$ cat src/rtl/wb_fairness_monitor_if.sv
// Wishbone-classic request/acknowledge bundle observed by wb_fairness_monitor.
interface wb_fairness_monitor_if #(
  parameter int ADR_W = 30,
  parameter int DAT_W = 32,
  parameter int SEL_W = 4
);
  logic             cyc;
  logic             stb;
  logic             we;
  logic [SEL_W-1:0] sel;
  logic [ADR_W-1:0] adr;
  logic [DAT_W-1:0] dat_w;
  logic             ack;

  modport master  (output cyc, stb, we, sel, adr, dat_w, input ack);
  modport slave   (input cyc, stb, we, sel, adr, dat_w, output ack);
  modport monitor (input cyc, stb, we, sel, adr, dat_w, ack);
endinterface

$ cat src/rtl/wb_fairness_monitor.sv
// Passive Wishbone-classic and trap-nesting monitor with sticky protocol-error flags.
// Define WBMON_ASSUME_EN together with FORMAL to turn every error condition into an assumption.
//
// state | meaning
// IDLE  | no strobe outstanding, wait_cnt is 0
// WAIT  | strobe accepted without ack, request captured for stability checks
module wb_fairness_monitor #(
  parameter int ADR_W    = 30,
  parameter int DAT_W    = 32,
  parameter int SEL_W    = 4,
  parameter int CNT_W    = 4,
  parameter int MIN_LAT  = 1,
  parameter int MAX_WAIT = 4,
  parameter int NEST_W   = 2,
  parameter int MAX_NEST = 1,
  parameter int TXN_W    = 16
) (
  input  logic                  clk,
  input  logic                  rst,
  wb_fairness_monitor_if.monitor bus,
  input  logic                  rvfi_valid,
  input  logic                  rvfi_trap,
  input  logic [31:0]           rvfi_insn,
  output logic [CNT_W-1:0]      wait_cnt,
  output logic [NEST_W-1:0]     nest_depth,
  output logic [TXN_W-1:0]      txn_count,
  output logic                  err_timeout,
  output logic                  err_early_ack,
  output logic                  err_unstable,
  output logic                  err_nest
);
  localparam logic [31:0]       MRET        = 32'h3020_0073;
  localparam logic [CNT_W-1:0]  WAIT_SAT    = '1;
  localparam logic [CNT_W-1:0]  TIMEOUT_CNT = CNT_W'(MAX_WAIT - 1);
  localparam logic [CNT_W-1:0]  MIN_CNT     = CNT_W'(MIN_LAT);
  localparam logic [NEST_W-1:0] NEST_MAX    = NEST_W'(MAX_NEST);

  typedef enum logic {IDLE = 1'b0, WAIT = 1'b1} state_t;

  state_t           state;
  logic [ADR_W-1:0] cap_adr;
  logic             cap_we;
  logic [SEL_W-1:0] cap_sel;
  logic [DAT_W-1:0] cap_dat;

  logic req;
  logic req_changed;
  logic set_timeout;
  logic set_early;
  logic set_unstable;
  logic set_nest;
  logic is_mret;

  assign req = bus.cyc & bus.stb;
  // Write data only matters for writes; a change of we itself is already caught.
  assign req_changed = (bus.adr != cap_adr) || (bus.we != cap_we) || (bus.sel != cap_sel) ||
                       (cap_we && (bus.dat_w != cap_dat));
  assign set_timeout  = req & ~bus.ack & (wait_cnt == TIMEOUT_CNT);
  assign set_early    = bus.ack & (~req | (wait_cnt < MIN_CNT));
  assign set_unstable = (state == WAIT) & req & req_changed;
  assign is_mret      = (rvfi_insn == MRET);
  assign set_nest     = rvfi_valid & rvfi_trap & (nest_depth == NEST_MAX);

  always_ff @(posedge clk or negedge rst) begin
    if (!rst) begin
      state         <= IDLE;
      cap_adr       <= '0;
      cap_we        <= 1'b0;
      cap_sel       <= '0;
      cap_dat       <= '0;
      wait_cnt      <= '0;
      txn_count     <= '0;
      err_timeout   <= 1'b0;
      err_early_ack <= 1'b0;
      err_unstable  <= 1'b0;
    end else begin
      case (state)
        IDLE: begin
          if (req) begin
            cap_adr <= bus.adr;
            cap_we  <= bus.we;
            cap_sel <= bus.sel;
            cap_dat <= bus.dat_w;
            if (!bus.ack) state <= WAIT;
          end
        end
        WAIT: begin
          if (!req || bus.ack) state <= IDLE;
        end
        default: state <= IDLE;
      endcase

      if (req && !bus.ack) begin
        if (wait_cnt != WAIT_SAT) wait_cnt <= wait_cnt + CNT_W'(1);
      end else begin
        wait_cnt <= '0;
      end

      if (req && bus.ack) txn_count <= txn_count + TXN_W'(1);

      if (set_timeout)  err_timeout   <= 1'b1;
      if (set_early)    err_early_ack <= 1'b1;
      if (set_unstable) err_unstable  <= 1'b1;
    end
  end

  always_ff @(posedge clk or negedge rst) begin
    if (!rst) begin
      nest_depth <= '0;
      err_nest   <= 1'b0;
    end else if (rvfi_valid) begin
      if (rvfi_trap) begin
        if (set_nest) err_nest <= 1'b1;
        else          nest_depth <= nest_depth + NEST_W'(1);
      end else if (is_mret && (nest_depth != '0)) begin
        nest_depth <= nest_depth - NEST_W'(1);
      end
    end
  end

`ifdef WBMON_ASSUME_EN
`ifdef FORMAL
  always_comb begin
    if (rst) begin
      assume (!set_timeout);
      assume (!set_early);
      assume (!set_unstable);
      assume (!set_nest);
    end
  end
`endif
`else
  // Pure observer: flags report violations, nothing constrains the environment.
`endif

endmodule

$ cat src/flat_wrapper.sv
// flat-port wrapper written by rule: the top's interface ports become plain ports
module wb_fairness_monitor_flat 
#(
  parameter int ADR_W    = 30,
  parameter int DAT_W    = 32,
  parameter int SEL_W    = 4,
  parameter int CNT_W    = 4,
  parameter int MIN_LAT  = 1,
  parameter int MAX_WAIT = 4,
  parameter int NEST_W   = 2,
  parameter int MAX_NEST = 1,
  parameter int TXN_W    = 16
)
  (clk, rst, rvfi_valid, rvfi_trap, rvfi_insn, wait_cnt, nest_depth, txn_count, err_timeout, err_early_ack, err_unstable, err_nest, bus_cyc, bus_stb, bus_we, bus_sel, bus_adr, bus_dat_w, bus_ack);
  wb_fairness_monitor_if #(.ADR_W(ADR_W), .DAT_W(DAT_W), .SEL_W(SEL_W)) bus_i ();
  input  logic clk;
  input  logic rst;
  input  logic rvfi_valid;
  input  logic rvfi_trap;
  input  logic [31:0] rvfi_insn;
  output logic [CNT_W-1:0] wait_cnt;
  output logic [NEST_W-1:0] nest_depth;
  output logic [TXN_W-1:0] txn_count;
  output logic err_timeout;
  output logic err_early_ack;
  output logic err_unstable;
  output logic err_nest;
  input wire logic [$bits(bus_i.cyc)-1:0] bus_cyc;
  input wire logic [$bits(bus_i.stb)-1:0] bus_stb;
  input wire logic [$bits(bus_i.we)-1:0] bus_we;
  input wire logic [$bits(bus_i.sel)-1:0] bus_sel;
  input wire logic [$bits(bus_i.adr)-1:0] bus_adr;
  input wire logic [$bits(bus_i.dat_w)-1:0] bus_dat_w;
  input wire logic [$bits(bus_i.ack)-1:0] bus_ack;
  assign bus_i.cyc = bus_cyc;
  assign bus_i.stb = bus_stb;
  assign bus_i.we = bus_we;
  assign bus_i.sel = bus_sel;
  assign bus_i.adr = bus_adr;
  assign bus_i.dat_w = bus_dat_w;
  assign bus_i.ack = bus_ack;
  wb_fairness_monitor #(.ADR_W(ADR_W), .DAT_W(DAT_W), .SEL_W(SEL_W), .CNT_W(CNT_W), .MIN_LAT(MIN_LAT), .MAX_WAIT(MAX_WAIT), .NEST_W(NEST_W), .MAX_NEST(MAX_NEST), .TXN_W(TXN_W)) u_core (.clk(clk), .rst(rst), .bus(bus_i), .rvfi_valid(rvfi_valid), .rvfi_trap(rvfi_trap), .rvfi_insn(rvfi_insn), .wait_cnt(wait_cnt), .nest_depth(nest_depth), .txn_count(txn_count), .err_timeout(err_timeout), .err_early_ack(err_early_ack), .err_unstable(err_unstable), .err_nest(err_nest));
endmodule
$ cat config.mk
export PLATFORM = sky130hd
export DESIGN_NAME = wb_fairness_monitor_flat
export DESIGN_NICKNAME = d
export VERILOG_FILES = /design/src/rtl/wb_fairness_monitor_if.sv /design/src/rtl/wb_fairness_monitor.sv /design/src/flat_wrapper.sv
export SDC_FILE = /design/constraint.sdc
export NUM_CORES = 1
export LEC_CHECK = 0
export ABC_AREA = 1
export BUFFER_PORTS_ARGS = -buffer_cell sky130_fd_sc_hd__buf_2
export CORE_ASPECT_RATIO = 2
export CORE_MARGIN = 2
export CORE_UTILIZATION = 35
export DETAILED_ROUTE_END_ITERATION = 8
export GPL_TIMING_DRIVEN = 1
export SYNTH_ARGS = -nofsm -noshare
export SYNTH_HDL_FRONTEND = slang
export SYNTH_SLANG_ARGS = --single-unit
$ cat constraint.sdc
create_clock -name clk -period 1.5 [get_ports clk]
set_clock_uncertainty 0.2 [all_clocks]
set_input_delay 0 -clock clk [delete_from_list [all_inputs] [get_ports clk]]
set_output_delay 0 -clock clk [all_outputs]
set_load 0.02 [all_outputs]
# Yosys cells after proc, flatten, opt, wreduce, memory -nomap -nowiden
# Index checks and enable logic that the tools add are counted.
# W data, S select, Z words.
[classes]
add_sub_neg = 4
magnitude_cmp = 1
n_eq_ne = 10
muxes = 9
n_bitwise = 12
n_reduce_logical = 15
[op_table]
columns = ["op", "n"]
rows = [
  ["$eq A32 B30 Y1 const B", 1],
  ["$ne A32 B32 Y1", 1],
  ["$ne A30 B30 Y1", 1],
  ["$add A16 B1 Y16 const B", 1],
  ["$and A1 B1 Y1", 8],
  ["$mux W4", 2],
  ["$mux W2", 3],
  ["$reduce_and A3 Y1", 2],
  ["$add A4 B1 Y4 const B", 1],
  ["$eq A4 B2 Y1 const B", 1],
  ["$logic_and A1 B1 Y1", 4],
  ["$logic_or A1 B1 Y1", 4],
  ["$lt A4 B1 Y1 const B", 1],
  ["$ne A2 B2 Y1 const B", 2],
  ["$ne A4 B4 Y1", 1],
  ["$ne A4 B4 Y1 const B", 1],
  ["$reduce_bool A2 Y1", 2],
  ["$mux W1", 3],
  ["$not A1 Y1", 3],
  ["$add A2 B1 Y2 const B", 1],
  ["$eq A2 B1 Y1 const B", 1],
  ["$logic_not A1 Y1", 2],
  ["$pmux W1 S2", 1],
  ["$reduce_and A2 Y1", 1],
  ["other kinds (3)", 3],
]
[word_totals]
regBits = 94
in_bits = 106
output_inout_bits = 26
elab_cells = 63

# Longest topological paths before layout
[logic_depth]
depth_word = 5
ltp_mapped = 12

# Worst setup path after synthesis
# Ideal clock, no wire load.
[synth_timing]
kind = "register -> register"
from = "register u_core.txn_count[0]"
to = "register u_core.txn_count[12]"
arrival_time_ps = 1425
path_slack_ps = -255
path_stages_with_launch = 8
n_path_buf = 0
cell_sequence = "dfrtp_1 -> ha_1 -> nand3_1 -> nor2_1 -> nand2_1 -> nor2_1 -> nand2_1 -> xnor2_1"
[synth_via]
elab_chain_len = 1
[synth_rtl]
columns = ["element", "line_no", "rtl"]
rows = [
  ["start: declaration", "wb_fairness_monitor.sv:26", "output logic [TXN_W-1:0] txn_count,"],
  ["start signal: assignment", "wb_fairness_monitor.sv:99", "if (req && bus.ack) txn_count <= txn_count + TXN_W'(1);"],
  ["$add A16 B1 Y16", "wb_fairness_monitor.sv:99", ""],
]
# No other way between the ends.
# A chain may end at the register's enable or synchronous reset.

# Worst setup path after layout
[layout_timing]
from = "input port bus_ack"
to = "register u_core.txn_count[15]"
[layout_via]
elab_chain_len = 1
[layout_rtl]
columns = ["element", "line_no", "rtl"]
rows = [
  ["start: declaration", "flat_wrapper.sv:34", "input wire logic [$bits(bus_i.ack)-1:0] bus_ack;"],
  ["$logic_and A1 B1 Y1", "wb_fairness_monitor.sv:99", ""],
]
# No other way between the ends.

==> results.md <==
| Result | Value |
| --- | --- |
| Synth top area cells | dfrtp_1 (49%), mux2_2 (12%), nand2_1 (9.4%) |
| IO buf count | 131 |
| Detailed-route wire length per cell | 13.6 um |
| Syn avg cell area | 9.61 um^2 |
| Core region area | 13400 um^2 |
| All-Layer GR Usage | 17.1% |
| Depth of the most critical reg-to-reg path | 8 |
| Clk pin slew, worst setup/hold paths | 0.06 ns |
| CTS H-tree lvls | 3 |
| Via count of the first global-routing pass | 4497 |
| Post-synthesis cell area | 4780 um^2 |
| Layout Area Growth over Synthesis | 54.7% |
| WL final | 12.6 mm |
| Switching Power | 2200 uW |
| Detailed Route Iter0 Violations | 146 |
| Fraction of the cycle the final worst path needs | 108% |
| Max Clk Rate | 620 MHz |
| R2R setup slack | -0.04 ns |
| Final worst setup slack | -0.114 ns |
| Total negative slack for setup checks | -0.334 ns |
| Max_slew headroom | 69.8% |
| Number of distinct library cells after synthesis | 31 |
| Clock root buffer | clkbuf_16 |
| Share of cells above drive strength 1 | 35.8% |
| Worst setup path start | bus_ack |
| Status | complete, but fails checks |
| Cell-internal power | 5780 uW |
| Synthesized net count | 609 |
| CP Cell Sequence | buf_2 -> dlygate4sd3_1 -> nand2_4 -> nor2_4 -> nand2_2 -> or2_1 -> nor2_2 -> nand3_2 -> xnor2_1 |
| Total leakage power | 0.00363 uW |
| Element type at the critical path end | flop |
| Gate count of the mapped netlist | 498 |
| Flops & latches, synth | 94 |
| Number of buffers and inverters on the critical path | 2 |
| Number of design rule violations left after detail routing | 0 |
| Worst-Margin Slew | 0.453 ns |
| TritonRoute pass-1 iters | 4 |
| Endpoint of the worst register-to-register path | u_core.txn_count[12] |
| Placement-stage worst setup slack | -0.187 ns |
| Half-perimeter wire length of the detailed placement result | 8.67 mm |
| Min cycle time layout | 1.61 ns |
| Sequential fraction of the synthesis area | 49.2% |
| Placer's final routability congestion estimate | 0.780 |
| Proportion of power drawn by combinational gates | 27.4% |
| Die Y-Extent | 169 um |
| Row cnt | 60 |
| Vias/cell | 4.59 |
| Data required time of the critical path | 1.52 ns |
| Top_reg_cell synth | dfrtp_1 |
| Met2 Resource Use GR | 34.7% |
| Final global-route overflow total | 0 |
| Hold Slack | -0.0481 ns |
| Slowest cell on crit path | dlygate4sd3_1 |
| Maximum fanout along the worst path | 3 |
| Top cell type's share of synthesized area | 49.2% |
| Number of enable flip-flop cells after synthesis | 0 |
| Via total after detailed routing | 4258 |
| Clk sinks | 94 |
| Global-route wire length before repair | 19.6 mm |
| Clock buffer count from CTS | 9 |
| CTS tree | yes |
| Violated checks | negative hold slack, negative setup slack |
| Relative contribution of sequential cells to total power | 40.4% |
| Power per standard cell area | 1080 nW/um^2 |
| Die Footprint | 14700 um^2 |
| Maximum clock path buffer count | 2 |
| Setup violators final | 9 |
| Met3 usage in global routing | 2.63% |
| Endpoints failing hold | 28 |
| Number of routed nets with antenna violations | 0 |
| Switching power as a share of total power | 27.6% |
| Post-synthesis cell type with the largest combined area | dfrtp_1 |
| Source of the worst register-to-register timing path | u_core.txn_count[0] |
| Grt met1 use | 15.8% |
| Number of nets in the layout | 879 |
| Insertion delay to the later sink of the worst-skew pair | 0.34 ns |
| Antenna Diode Count | 0 |
| Setup repair after global routing missed its margin | yes |
| Starting Density | 35.6% |
| Type of the tightest min-delay check | in -> async |
| Clock network fraction of total power | 32.2% |
| Yosys warns | 0 |
| Filler cell count in the final layout | 1146 |
| Pins Over Slew Limit | 0 |
| Startpoint types | input port |
| IR drop worst, VDD | 0.000615 V |
| Antenna violations before repair | 0 |
| Classification of the worst setup path | in -> reg |
| Die span in x | 86.7 um |
| Crit-path max cell delay | 0.70 ns |
| Proportion of register bits with asynchronous set or reset after synthesis | 100% |
| Arrival time of data at the critical path endpoint | 1.64 ns |
| Max-capacitance violation count | 0 |
| Top-Level Pins | 132 |
| Maximum number of pins on one net before global-route repair | 42 |
| Dominant delay contributor by cell family on the critical path | buffers and inverters |
| Busiest grt layer | met2 |
## cell usage after synthesis, drive strengths merged, types with 2 or more instances
| cell | n |
|---|---|
| nand3 | 14 |
| nor3 | 5 |
| xor2 | 29 |
| a31o | 2 |
| nand2 | 123 |
| clkbuf | 2 |
| dfrtp | 94 |
| a21oi | 2 |
| o21ai | 19 |
| xnor2 | 38 |
| nand4 | 3 |
| nor4 | 4 |
| ha | 5 |
| inv | 52 |
| nor2 | 41 |
| buf | 7 |
| mux2 | 52 |
## placed cells by master, fill, tap and decap left out, types with 19 or more instances in the layout
cell type	n
inv_1	47
dfrtp_1	88
xor2_1	28
dlygate4sd3_1	99
xnor2_1	38
buf_4	33
buf_2	130
nor2_1	34
nand2_1	115
o21ai_0	19
mux2_2	52
## cell families after synthesis
kind of cell    after synthesis  synth area share, %
simple gates                192                 16.9
buf+inv                      61                 4.94
xor+xnor                     67                 12.3
compound gates               27                 3.17
flops                        94                 49.2
fa+ha+maj                     5                 1.31
mux                          52                 12.2
## state kept, by name, indices dropped and copies added (netlist names)
signal,cells
u_core.state,1
u_core.err_nest,1
u_core.cap_sel,4
u_core.txn_count,16
u_core.cap_we,1
u_core.err_unstable,1
u_core.nest_depth,2
u_core.cap_adr,30
u_core.err_timeout,1
u_core.err_early_ack,1
u_core.cap_dat,32
u_core.wait_cnt,4
## routing by layer
layer,wire (um),up-vias
li1,-,2120
met1,4520,2003
met2,7280,111
met3,431,24
met4,379,0
met5,0,-
## cell type report
| type | instances | area, um^2 | share of cell area [%] |
|---|---|---|---|
| Sequential cell | 94 | 2360 | 31.9 |
| Clock buffer | 12 | 267 | 3.60 |
| Clock inverter | 4 | 76.3 | 1.03 |
| Multi-Input combinational cell | 343 | 2320 | 31.3 |
| Tap cell | 155 | 194 | 2.62 |
| Inverter | 52 | 195 | 2.64 |
| Timing Repair Buffer | 268 | 1990 | 26.9 |
## worst max-delay path by stage
| stage | cells past startpoint | endpoint |
|---|---|---|
| after floorplan | 7 | u_core.txn_count[15] |
| after global placement | 10 | u_core.err_unstable |
| after detailed placement | 10 | u_core.err_unstable |
| after CTS | 10 | u_core.err_unstable |
| after global routing | 10 | u_core.err_unstable |
| final | 9 | u_core.txn_count[15] |
## worst register-to-register path: stages (launching register included)
cell and delay (ns):
dfrtp_2 0.39, buf_6 0.11, ha_4 0.13, nand3_4 0.08, nor2_4 0.13, nand2_4 0.09
nor2_4 0.11, nand2_2 0.06, xnor2_1 0.12
## through the flow
step | cell area, um^2 | total power, uW | hold slack [ns] | std cells | utilization, %
final | 7400 | 7980 | -0.0481 | 928 | 55.1
after global routing | 7400 | 8430 | -0.00238 | 928 | 55.1
after CTS | 7270 | 7980 | -0.0523 | 919 | 54.1
after detailed placement | 5890 | 5080 | -0.219 | 803 | 43.8
after global placement | 5890 | 4990 | -0.221 | 803 | 43.8
after floorplan | 4810 | 4310 | -0.496 | 498 | -
## power groups by stage
stage	Combinational (uW)	Sequential, uW	Clock, uW
after global routing	2420	3260	2750
after CTS	2110	3230	2650
after detailed placement	1810	3270	0
after global placement	1760	3230	0
final	2190	3220	2570
after floorplan	941	3370	0
## repair_timing
action                     CTS  global route
pin swaps                   20            10
resized for setup           12            13
hold buffers                95             5
hold endpoints to repair   177             7
setup buffers                5             5
setup endpoints to repair    7            12
(Power assumes the default switching activity.)
